--- src/rtl/run_launcher_if.sv ---
// Host-side bundle of the run_launcher handshake: host controls plus the
// control-unit completion flag in, status/timing results out.
interface run_launcher_if #(
  parameter int CNT_W = 24
);
  logic             start_req;
  logic             clear;
  logic             end_process;
  logic [1:0]       status;
  logic             busy;
  logic             done;
  logic             timed_out;
  logic [CNT_W-1:0] cycle_count;

  modport master (
    output start_req, clear, end_process,
    input  status, busy, done, timed_out, cycle_count
  );

  modport slave (
    input  start_req, clear, end_process,
    output status, busy, done, timed_out, cycle_count
  );
endinterface

--- src/rtl/run_launcher.sv ---
// Launches a control-unit run via status=01, times it in cycles and reports
// completion (end_process) or a timeout after MAX_CYCLES.
module run_launcher #(
  parameter int               CNT_W       = 24,
  parameter logic [CNT_W-1:0] MAX_CYCLES  = 24'hFF_FFFF,
  parameter int               HOLD_CYCLES = 2
) (
  input  logic       clock,
  input  logic       reset,
  run_launcher_if.slave bus
);

  typedef enum logic [2:0] {
    S_IDLE,
    S_LAUNCH,
    S_RUN,
    S_DONE,
    S_TIMEOUT
  } state_e;

  localparam logic [3:0] HOLD_LAST = 4'(HOLD_CYCLES - 1);

  state_e           state_q, state_d;
  logic [3:0]       hold_q, hold_d;
  logic [CNT_W-1:0] cnt_q, cnt_d;
  logic             cnt_stop;

  // The counter never passes MAX_CYCLES, so a completion seen in the same
  // cycle as the limit reports exactly MAX_CYCLES; all-ones is the hard stop.
  assign cnt_stop = (cnt_q == MAX_CYCLES) || (&cnt_q);

  always_ff @(posedge clock or posedge reset) begin
    if (reset) begin
      state_q <= S_IDLE;
      hold_q  <= '0;
      cnt_q   <= '0;
    end else begin
      state_q <= state_d;
      hold_q  <= hold_d;
      cnt_q   <= cnt_d;
    end
  end

  always_comb begin
    state_d = state_q;
    hold_d  = hold_q;
    cnt_d   = cnt_q;
    unique case (state_q)
      S_IDLE: begin
        // A sticky end_process means the processor still sits in endop.
        if (bus.start_req && !bus.end_process) begin
          state_d = S_LAUNCH;
          hold_d  = '0;
          cnt_d   = '0;
        end
      end
      S_LAUNCH: begin
        hold_d = hold_q + 4'd1;
        if (!cnt_stop) cnt_d = cnt_q + 1'b1;
        if (hold_q == HOLD_LAST) state_d = S_RUN;
      end
      S_RUN: begin
        if (!cnt_stop) cnt_d = cnt_q + 1'b1;
        if (bus.end_process)            state_d = S_DONE;
        else if (cnt_q == MAX_CYCLES)   state_d = S_TIMEOUT;
      end
      S_DONE, S_TIMEOUT: begin
        if (bus.clear) state_d = S_IDLE;
      end
      default: state_d = S_IDLE;
    endcase
  end

  always_comb begin
    bus.status    = 2'b00;
    bus.busy      = 1'b0;
    bus.done      = 1'b0;
    bus.timed_out = 1'b0;
    unique case (state_q)
      S_LAUNCH: begin
        bus.status = 2'b01;
        bus.busy   = 1'b1;
      end
      S_RUN:     bus.busy = 1'b1;
      S_DONE: begin
        bus.status = 2'b10;
        bus.done   = 1'b1;
      end
      S_TIMEOUT: begin
        bus.status    = 2'b11;
        bus.timed_out = 1'b1;
      end
      default: ;
    endcase
  end

  assign bus.cycle_count = cnt_q;

endmodule
--- src/flat_wrapper.sv ---
// flat-port wrapper written by rule: the top's interface ports become plain ports
module run_launcher_flat 
#(
  parameter int               CNT_W       = 24,
  parameter logic [CNT_W-1:0] MAX_CYCLES  = 24'hFF_FFFF,
  parameter int               HOLD_CYCLES = 2
)
  (clock, reset, bus_start_req, bus_clear, bus_end_process, bus_status, bus_busy, bus_done, bus_timed_out, bus_cycle_count);
  run_launcher_if #(.CNT_W(CNT_W)) bus_i ();
  input  logic clock;
  input  logic reset;
  input wire logic [$bits(bus_i.start_req)-1:0] bus_start_req;
  input wire logic [$bits(bus_i.clear)-1:0] bus_clear;
  input wire logic [$bits(bus_i.end_process)-1:0] bus_end_process;
  output wire logic [$bits(bus_i.status)-1:0] bus_status;
  output wire logic [$bits(bus_i.busy)-1:0] bus_busy;
  output wire logic [$bits(bus_i.done)-1:0] bus_done;
  output wire logic [$bits(bus_i.timed_out)-1:0] bus_timed_out;
  output wire logic [$bits(bus_i.cycle_count)-1:0] bus_cycle_count;
  assign bus_i.start_req = bus_start_req;
  assign bus_i.clear = bus_clear;
  assign bus_i.end_process = bus_end_process;
  assign bus_status = bus_i.status;
  assign bus_busy = bus_i.busy;
  assign bus_done = bus_i.done;
  assign bus_timed_out = bus_i.timed_out;
  assign bus_cycle_count = bus_i.cycle_count;
  run_launcher #(.CNT_W(CNT_W), .MAX_CYCLES(MAX_CYCLES), .HOLD_CYCLES(HOLD_CYCLES)) u_core (.clock(clock), .reset(reset), .bus(bus_i));
endmodule
--- config.mk ---
export PLATFORM = sky130hd
export DESIGN_NAME = run_launcher_flat
export DESIGN_NICKNAME = d
export VERILOG_FILES = /design/src/rtl/run_launcher_if.sv /design/src/rtl/run_launcher.sv /design/src/flat_wrapper.sv
export SDC_FILE = /design/constraint.sdc
export NUM_CORES = 1
export LEC_CHECK = 0
export ABC_AREA = 1
export CAP_MARGIN = 20
export CELL_PAD_IN_SITES_DETAIL_PLACEMENT = 0
export CELL_PAD_IN_SITES_GLOBAL_PLACEMENT = 1
export CORE_MARGIN = 3
export CORE_UTILIZATION = 35
export DETAILED_ROUTE_END_ITERATION = 8
export GPL_ROUTABILITY_DRIVEN = 0
export PLACE_DENSITY_LB_ADDON = 0.1
export RECOVER_POWER = 25
export SLEW_MARGIN = 40
export SYNTH_ARGS = -nofsm -noshare
export SYNTH_HDL_FRONTEND = slang
export SYNTH_SLANG_ARGS = --single-unit
--- constraint.sdc ---
create_clock -name clock -period 1.4 [get_ports clock]
set_input_delay 0.14 -clock clock [delete_from_list [all_inputs] [get_ports clock]]
set_output_delay 0.14 -clock clock [all_outputs]
set_load 0.02 [all_outputs]
## Yosys cells after proc, flatten, opt, wreduce, memory -nomap -nowiden

Index checks and enable logic that the tools add are counted.

| word-level totals | value |
|---|---|
| flip-flop bits (word level) | 31 |
| input port bits | 5 |
| output and inout bits | 29 |
| word-level logic and storage cells | 43 |

| operators by class | value |
|---|---|
| add/sub/neg operators | 2 |
| eq/ne operators | 11 |
| muxes and demuxes | 15 |
| reduce and logical (&&, ||, !) cells | 12 |

Operator list:

| cell | count |
|---|---|
| $mux W24 | 2 |
| $pmux W24 S2 | 1 |
| $add A24 B1 Y24 const B | 1 |
| $eq A24 B24 Y1 const B | 1 |
| $reduce_and A24 Y1 | 1 |
| $mux W3 | 5 |
| $pmux W3 S4 | 1 |
| $pmux W4 S2 | 1 |
| $eq A3 B2 Y1 const B | 2 |
| $pmux W2 S3 | 1 |
| $add A4 B1 Y4 const B | 1 |
| $eq A4 B1 Y1 const B | 1 |
| $mux W4 | 1 |
| $ne A2 B1 Y1 const B | 2 |
| $ne A2 B2 Y1 const B | 2 |
| $reduce_and A4 Y1 | 1 |
| $reduce_bool A2 Y1 | 2 |
| $reduce_or A2 Y1 | 2 |
| $eq A3 B1 Y1 const B | 1 |
| $eq A3 B3 Y1 const B | 1 |
| $logic_not A3 Y1 | 1 |
| $mux W1 | 3 |
| $ne A3 B2 Y1 const B | 1 |
| $reduce_and A3 Y1 | 1 |
| 4 further kinds | 4 |

## Longest topological paths before layout

Gate-level depths: netlist of run 1.

| depth | value |
|---|---|
| word-level depth | 4 |
| depth in mapped cells | 10 |
| depth with buffers taken out | 10 |

## Least setup slack after synthesis of run 1

No wires, ideal clock.

| path | value |
|---|---|
| path kind | register to register |
| start point | reg u_core.cnt_q[1] (netlist: u_core.bus.cycle_count[1]) |
| end point | reg u_core.cnt_q[5] (netlist: u_core.bus.cycle_count[5]) |
| library setup time | 128 ps |
| arrival | 1606 ps |
| data required time | 1272 ps |
| path slack | -334 ps |
| stages on the path, launching flop included | 10 |
| path buffers | 1 |
| period minus slack after synthesis | 1734 ps |
| cells stage by stage | dfrtp_1 ha_1 nand2_2 nor2_1 nand2_2 nor2_8 nand4_4 nand2_8 buf_12 o21ai_0 |

| between the ends | value |
|---|---|
| cells in the longest elaborated chain, start to end | 4 |
| elaborated cells between the ends (all ways) | 8 |
| those cells by class | add/sub (1); eq/ne (2); mux (2); reduce/logical (3) |

Ends and longest elaborated chain:

| what | line | text |
|---|---|---|
| start, declared | run_launcher.sv:25 | `logic [CNT_W-1:0] cnt_q, cnt_d;` |
| start signal, assigned | run_launcher.sv:40 | `cnt_q <= cnt_d;` |
| branches (longest 4 deep; another with $add A24 B1 Y24) | -- |  |

Several ways; the timed one is not identified. The select of a mux whose other input is x is not followed.
A chain may end at the register's enable or synchronous reset.

## Worst setup path in the final report of run 1

| path | value |
|---|---|
| start point | reg u_core.state_q[1] |
| end point | reg u_core.cnt_q[7] (netlist: u_core.bus.cycle_count[7]) |

| between the ends | value |
|---|---|
| cells in the longest elaborated chain, start to end | 4 |
| elaborated cells between the ends (all ways) | 9 |
| those cells by class | eq/ne (4); mux (1); reduce/logical (4) |

Ends and longest elaborated chain:

| what | line | text |
|---|---|---|
| start, declared | run_launcher.sv:23 | `state_e state_q, state_d;` |
| start signal, assigned | run_launcher.sv:38 | `state_q <= state_d;` |
| $eq A3 B1 Y1 or $eq A3 B2 Y1 (tied branches) | run_launcher.sv:48 | `unique case (state_q)` |
| $reduce_or A2 Y1 (no source line) | -- |  |
| $ne A2 B2 Y1 (no source line) or $reduce_bool A2 Y1 (tied branches) | -- |  |
| $reduce_and A3 Y1 (no source line) | -- |  |

Parallel ways exist; a longest one is shown, timed or not.

==> results of run 1 <==
how the worst max path moves through the flow:
stage	slack [ns]	cells after the start	endpoint
global route	-0.26	9	u_core.bus.cycle_count[7]
floorplan	-0.22	10	u_core.bus.cycle_count[15]
CTS	-0.19	11	u_core.bus.cycle_count[7]
finish	-0.19	9	u_core.bus.cycle_count[7]
global placement	-0.19	6	bus_status[0]
detailed placement	-0.24	6	bus_status[0]
logic make-up (layout without fill, tap and decap cells):
group	Yosys count	after routing	synth area share
XOR/XNOR	3	3	0.0124
AO/OA/AOI/OAI	38	38	0.121
flip-flops	31	31	0.366
AND/OR/NAND/NOR	179	179	0.392
buffers and inverters	41	164	0.0920
adder cells (fa/ha/maj)	3	3	0.0177
cell usage after synthesis (all sizes together), types with 2 or more instances:
| cell | number | area share |
|---|---|---|
| inv | 36 | 0.064 |
| ha | 3 | 0.018 |
| buf | 4 | 0.027 |
| o22ai | 3 | 0.0088 |
| or2 | 2 | 0.0059 |
| a21oi | 9 | 0.021 |
| nand3 | 27 | 0.064 |
| o21bai | 3 | 0.011 |
| nor3 | 3 | 0.0071 |
| o21ai | 19 | 0.066 |
| and2 | 2 | 0.0059 |
| xor2 | 2 | 0.0083 |
| nor2 | 35 | 0.077 |
| dfrtp | 31 | 0.37 |
| nand4 | 5 | 0.022 |
| o211ai | 2 | 0.0071 |
| nand2 | 104 | 0.21 |
stage by stage:
step           hold WS, ns  total power [mW]  setup slack [ns]  instances
6_report             0.532              7.79            -0.193        490
5_1_grt              0.588              8.29            -0.259        490
4_1_cts              0.201              7.45            -0.193        487
3_5_place_dp         0.509              5.68            -0.236        468
3_3_place_gp         0.511              5.65            -0.193        468
2_1_floorplan        0.243              3.77            -0.219        295
report_power, final:
part | internal, mW | leakage [nW] | switching [mW]
Sequential | 1.17 | 0.415 | 0.244
Combinational | 2.81 | 1.50 | 2.82
Clock | 0.397 | 0.0482 | 0.354
state kept, by name, indices dropped and copies added (netlist names):
signal / count
u_core.bus.cycle_count: 24
u_core.hold_q: 4
u_core.state_q: 3
what timing repair did:
item | in CTS | in global routing
gates resized for setup | 84 | 38
buffers inserted | 10 | 3
pin swaps | 12 | 11
cloned | 2 | 1
endpoints found under the setup margin | 56 | 33
metal layers:
metal,GRT usage,vias up,share of wire
met5,0,-,0
met4,0.0395,0,0.0089
met3,0.0336,5,0.039
met2,0.278,36,0.45
met1,0.261,1054,0.50
li1,-,1188,-
worst reg2reg max path: stages, from the launching register on:
cell and delay, ns:
dfrtp_1 0.43, nand2_2 0.12, nand2_4 0.07, nor2_4 0.16
buf_4 0.15, nand4_4 0.13, nand2_8 0.13, buf_12 0.13
clkbuf_16 0.14, o21ai_2 0.05
area by class of cell:
type / count / area [sq um] / share of cell area
clock buffer: 7 / 86.3 / 0.0243
clock inverter: 1 / 5.00 / 0.00141
inverter: 36 / 138 / 0.0387
multi-input combinational: 223 / 1380 / 0.389
sequential: 31 / 781 / 0.220
tap: 72 / 90.1 / 0.0253
timing repair buffer: 120 / 1070 / 0.302
==> metrics.md, run 1 <==
| Metric | Value |
|---|---|
| Slew Viols, Final | 0 |
| Synth cell types | 31 |
| Worst-margin pin slew | 0.820 ns |
| CTS sink count | 31 |
| Gr usage total | 0.180 |
| Fin area | 3550 sq um |
| Final net count | 425 |
| Worst Skew | 0.00803 ns |
| R2r setup slk | -0.19 ns |
| Yosys reg bits | 31 |
| Largest net degree at the start of global routing | 32 |
| Placed Area | 3140 sq um |
| R2R Path End | u_core.bus.cycle_count[7] |
| Result of the run | finished with violations |
| Failing checks | setup timing |
| Synth Instances | 295 |
| Vias in the first global route | 2189 |
| Synthesized cell area | 2120 sq um |
| Setup violations, final | 28 |
| Worst path arrival time | 1.78 ns |
| Clock-pin slew on the worst setup and hold paths | 0.07 ns |
| Most frequent cells in the layout | buf_4 (74), nand2_1 (71), inv_1 (28) |
| Critical Path Start Type | register |
| Post-layout minimum cycle time | 1.59 ns |
| Area grow syn2layout | 67.5% |
| Ys flop type | dfrtp_1 |
| # Max-Cap Violations | 0 |
| I/O pins | 34 |
| Commonest non-fill, non-tap cell in the layout | buf_4 |
| Vias post-DR | 2283 |
| Async S/R FF share, synth | 1.00 |
| Warnings, synthesis | 0 |
| TritonCTS buffer count | 5 |
| Port Buffers | 33 |
| Filler cells | 519 |
| Drt pass-1 iters | 4 |
| Peak supply drop | 0.00134 V |
| Max_slew headroom | 0.453 |
| CP max FO | 5 |
| WL/cell | 12.6 um |
| Vias per cell | 4.66 |
| Mapped Nets | 303 |
| GRT Residual Overflow | 0 |
| Fin crit share | 1.14 |
| Unrepaired setup endpoints after global routing | yes |
| WL final | 6.16 mm |
| Die W | 83.9 um |
| Final core utilization | 0.626 |
| WP buf/inv | 3 |
| Worst-path cell chain | nand2_2, nand2_4, nor2_4, buf_4, nand4_4, nand2_8, buf_12, clkbuf_16, o21ai_2 |
| Mean Syn Cell Area | 7.19 sq um |
| EDFF count, synth | 0 |
| Antenna violations before repair | 0 |
| Area of the die | 7030 sq um |
| Leakage | 1.96 nW |
| CTS root buf | clkbuf_8 |
| Rows | 27 |
| Reg2Reg Depth | 9 |
| Final count of hold timing violations | 0 |
| Worst setup margin | -0.193 ns |
| Worst path max stage delay | 0.43 ns |
| Starting Density | 0.374 |
| Max stage delay cell, worst path | dfrtp_1 |
| TritonCTS clock tree | yes |
| Post-DP HPWL | 4.37 mm |
| Kind of critical path | reg2reg |
| Power Density | 2190 nW/um^2 |
| Setup_tns | -3.44 ns |
| Placeable Area | 5680 sq um |
| DRC errors left | 0 |
| Layout cell share with drive strength beyond 1 | 0.438 |
| Die Y | 83.9 um |
| CTS Hold Bufs | 0 |
| Crit. End Element | register |
| Hold WC Path Type | in2async |
| Reg2reg start | u_core.state_q[1] |
| Top delay family on crit path | simple AND/OR/NAND/NOR gates |
| Worst path required time | 1.58 ns |
| Clock Latency Late Sink | 0.29 ns |
| Initial DRC count | 103 |
| Antenna Nets Post-Route | 0 |
| H-tree depth | 2 |
| First-pass GRT wire length | 10.3 mm |
| CTS max path bufs | 2 |
| CP startpoint | u_core.state_q[1] |
| N_diodes | 0 |
| Post-synthesis sequential area ratio | 0.366 |
| Fmax | 628 MHz |
Note: power is estimated with default switching activity, not from simulation.
==> run 2, diff against run 1 <==
--- a/config.mk
+++ b/config.mk
@@ -10,7 +10,7 @@
 export CELL_PAD_IN_SITES_DETAIL_PLACEMENT = 0
 export CELL_PAD_IN_SITES_GLOBAL_PLACEMENT = 1
 export CORE_MARGIN = 3
-export CORE_UTILIZATION = 35
+export CORE_UTILIZATION = 41
 export DETAILED_ROUTE_END_ITERATION = 8
 export GPL_ROUTABILITY_DRIVEN = 0
 export PLACE_DENSITY_LB_ADDON = 0.1
==> constraint.sdc (replaced) <==
create_clock -name clock -period 2.05 [get_ports clock]
set_input_delay 0.205 -clock clock [delete_from_list [all_inputs] [get_ports clock]]
set_output_delay 0.205 -clock clock [all_outputs]
set_load 0.02 [all_outputs]
==> metrics.md, run 2 (synthesis gave the netlist of run 1 again) <==
| Metric | Value |
|---|---|
| Result of the run | complete, no violations |
| Antenna violations before repair | 0 (unchanged) |
| Final count of hold timing violations | 0 (unchanged) |
| Layout cell share with drive strength beyond 1 | 0.145 (-0.293) |
| Vias per cell | 4.80 (+3.0%) |
| Initial DRC count | 126 (+22%) |
| Die Y | 77.9 um (-7.1%) |
| Setup violations, final | 0 (-100%) |
| Vias in the first global route | 1838 (-16%) |
| Die W | 77.9 um (-7.1%) |
| TritonCTS buffer count | 5 (unchanged) |
| Worst path required time | 1.85 ns (+0.27 ns) |
| Clock-pin slew on the worst setup and hold paths | 0.07 ns (about the same) |
| Gr usage total | 0.181 (+0.000962) |
| Placeable Area | 4850 sq um (-15%) |
| Post-CTS setup buffer count | 0 (-10) |
| Fin area | 2650 sq um (-26%) |
| Fmax | 525 MHz |
| Rows | 25 (-7.4%) |
| WL final | 5.03 mm (-18%) |
| Worst path arrival time | 1.70 ns (-0.08 ns) |
| Worst Skew | 0.00161 ns (-0.00643 ns) |
| Fin crit share | 0.928 |
| Placed Instances | 397 (-15%) |
| Hold slack | 0.546 ns (+0.0144 ns) |
| Kind of critical path | reg2out |
| Peak supply drop | 0.000764 V (-43%) |
| # Max-Cap Violations | 0 (unchanged) |
| Most frequent cells in the layout | nand2_1 (90), inv_1 (34), nor2_1 (31), dfrtp_1 (31), clkdlybuf4s50_1 (29) |
| Post-place setup slack | 0.192 ns (+0.428 ns) |
| Final net count | 345 (-19%) |
| H-tree depth | 2 (unchanged) |
| Antenna Nets Post-Route | 0 (unchanged) |
| Starting Density | 0.438 (+0.0638) |
| N_diodes | 0 (unchanged) |
| TritonCTS clock tree | yes |
| DRC errors left | 0 (unchanged) |
| Unrepaired setup endpoints after global routing | no |
| Filler cells | 475 (-8.5%) |
| First-pass GRT wire length | 8.69 mm (-15%) |
| GRT Residual Overflow | 0 (unchanged) |
| Max_slew headroom | 0.450 (-0.00297) |
| Hold WC Path Type | reg2reg |
| Post-DP HPWL | 3.72 mm (-15%) |
| Crit. End Element | primary output |
| Clock Latency Late Sink | 0.28 ns (about the same) |
| Largest net degree at the start of global routing | 32 (unchanged) |
| CTS Hold Bufs | 0 (unchanged) |
| Number of flip-flops in the largest register | 24 (unchanged) |
| Worst-margin pin slew | 0.825 ns (+0.00445 ns) |
| Area of the die | 6070 sq um (-14%) |
| Slew Viols, Final | 0 (unchanged) |
| I/O pins | 34 (unchanged) |
| CTS root buf | clkbuf_8 |
| Worst setup margin | 0.147 ns (+0.339 ns) |
| Port Buffers | 33 (unchanged) |
| Drt pass-1 iters | 5 (+1) |
| WL/cell | 12.4 um (-1.3%) |
| Post-layout minimum cycle time | 1.90 ns |
| Setup_tns | 0 ns (+3.44 ns) |
| Critical Path Start Type | register |
| CTS max path bufs | 2 (unchanged) |
| CTS sink count | 31 (unchanged) |
| CP max FO | 5 (unchanged) |
| Leakage | 1.25 nW (-36%) |
| Power Density | 1380 nW/um^2 (-37%) |
| Area grow syn2layout | 24.7% |
| Placed Area | 2540 sq um (-19%) |
| Final cell count without fillers | 405 (-17%) |
| Commonest non-fill, non-tap cell in the layout | nand2_1 |
| Vias post-DR | 1944 (-15%) |
-- run 2: cell type report --
| class | count | area, sq um | share of cell area |
|---|---|---|---|
| Clock buffer | 8 | 100 | 0.0378 |
| Inverter | 36 | 135 | 0.0511 |
| Multi-Input combinational cell | 223 | 1160 | 0.438 |
| Sequential cell | 31 | 776 | 0.293 |
| Tap cell | 67 | 83.8 | 0.0317 |
| Timing Repair Buffer | 40 | 393 | 0.148 |
-- run 2: timing repair --
item,4_1_cts,5_1_grt
hold endpoints to repair,0,0
pin swaps,0,0
resized for setup,3,2
endpoints found under the setup margin,3,2
-- run 2: per-stage QoR --
| step | total power [mW] | util |
|---|---|---|
| 2_1_floorplan | 2.54 | - |
| 3_3_place_gp | 3.13 | 0.524 |
| 3_5_place_dp | 3.13 | 0.524 |
| 4_1_cts | 3.67 | 0.545 |
| 5_1_grt | 3.93 | 0.546 |
| 6_report | 3.64 | 0.546 |
-- run 2: final timing paths --
check | from | end | slack, ns | depth (start not counted)
max | u_core.state_q[0] | bus_timed_out | 0.15 | 4
min | u_core.bus.cycle_count[0] | u_core.bus.cycle_count[0] | 0.55 | 2
max reg2reg | u_core.bus.cycle_count[1] | u_core.bus.cycle_count[18] | 0.23 | 10
min reg2reg | u_core.bus.cycle_count[0] | u_core.bus.cycle_count[0] | 0.55 | 2
max in group asynchronous | reset | u_core.bus.cycle_count[17] | 0.94 | 3
min in group asynchronous | reset | u_core.state_q[0] | 0.60 | 3
-- run 2: where the power goes --
group	leakage (nW)	internal, mW	switching [mW]
clock network	0.0515	0.306	0.237
registers	0.421	0.797	0.277
logic	0.779	0.782	1.24
total	1.25	1.89	1.76
-- run 2: routing by layer --
| layer | wire, um | share of wire | track usage |
|---|---|---|---|
| met2 | 2080 | 0.41 | 0.265 |
| met1 | 2680 | 0.53 | 0.260 |
| met5 | 0 | 0 | 0 |
| met3 | 206 | 0.041 | 0.0371 |
| met4 | 65 | 0.013 | 0.0682 |
-- run 2: critical path: stages, from the launching register on --
cell,delay [ns]
dfrtp_1,0.44
nor2_4,0.19
inv_1,0.08
nor2_1,0.09
clkdlybuf4s50_1,0.61
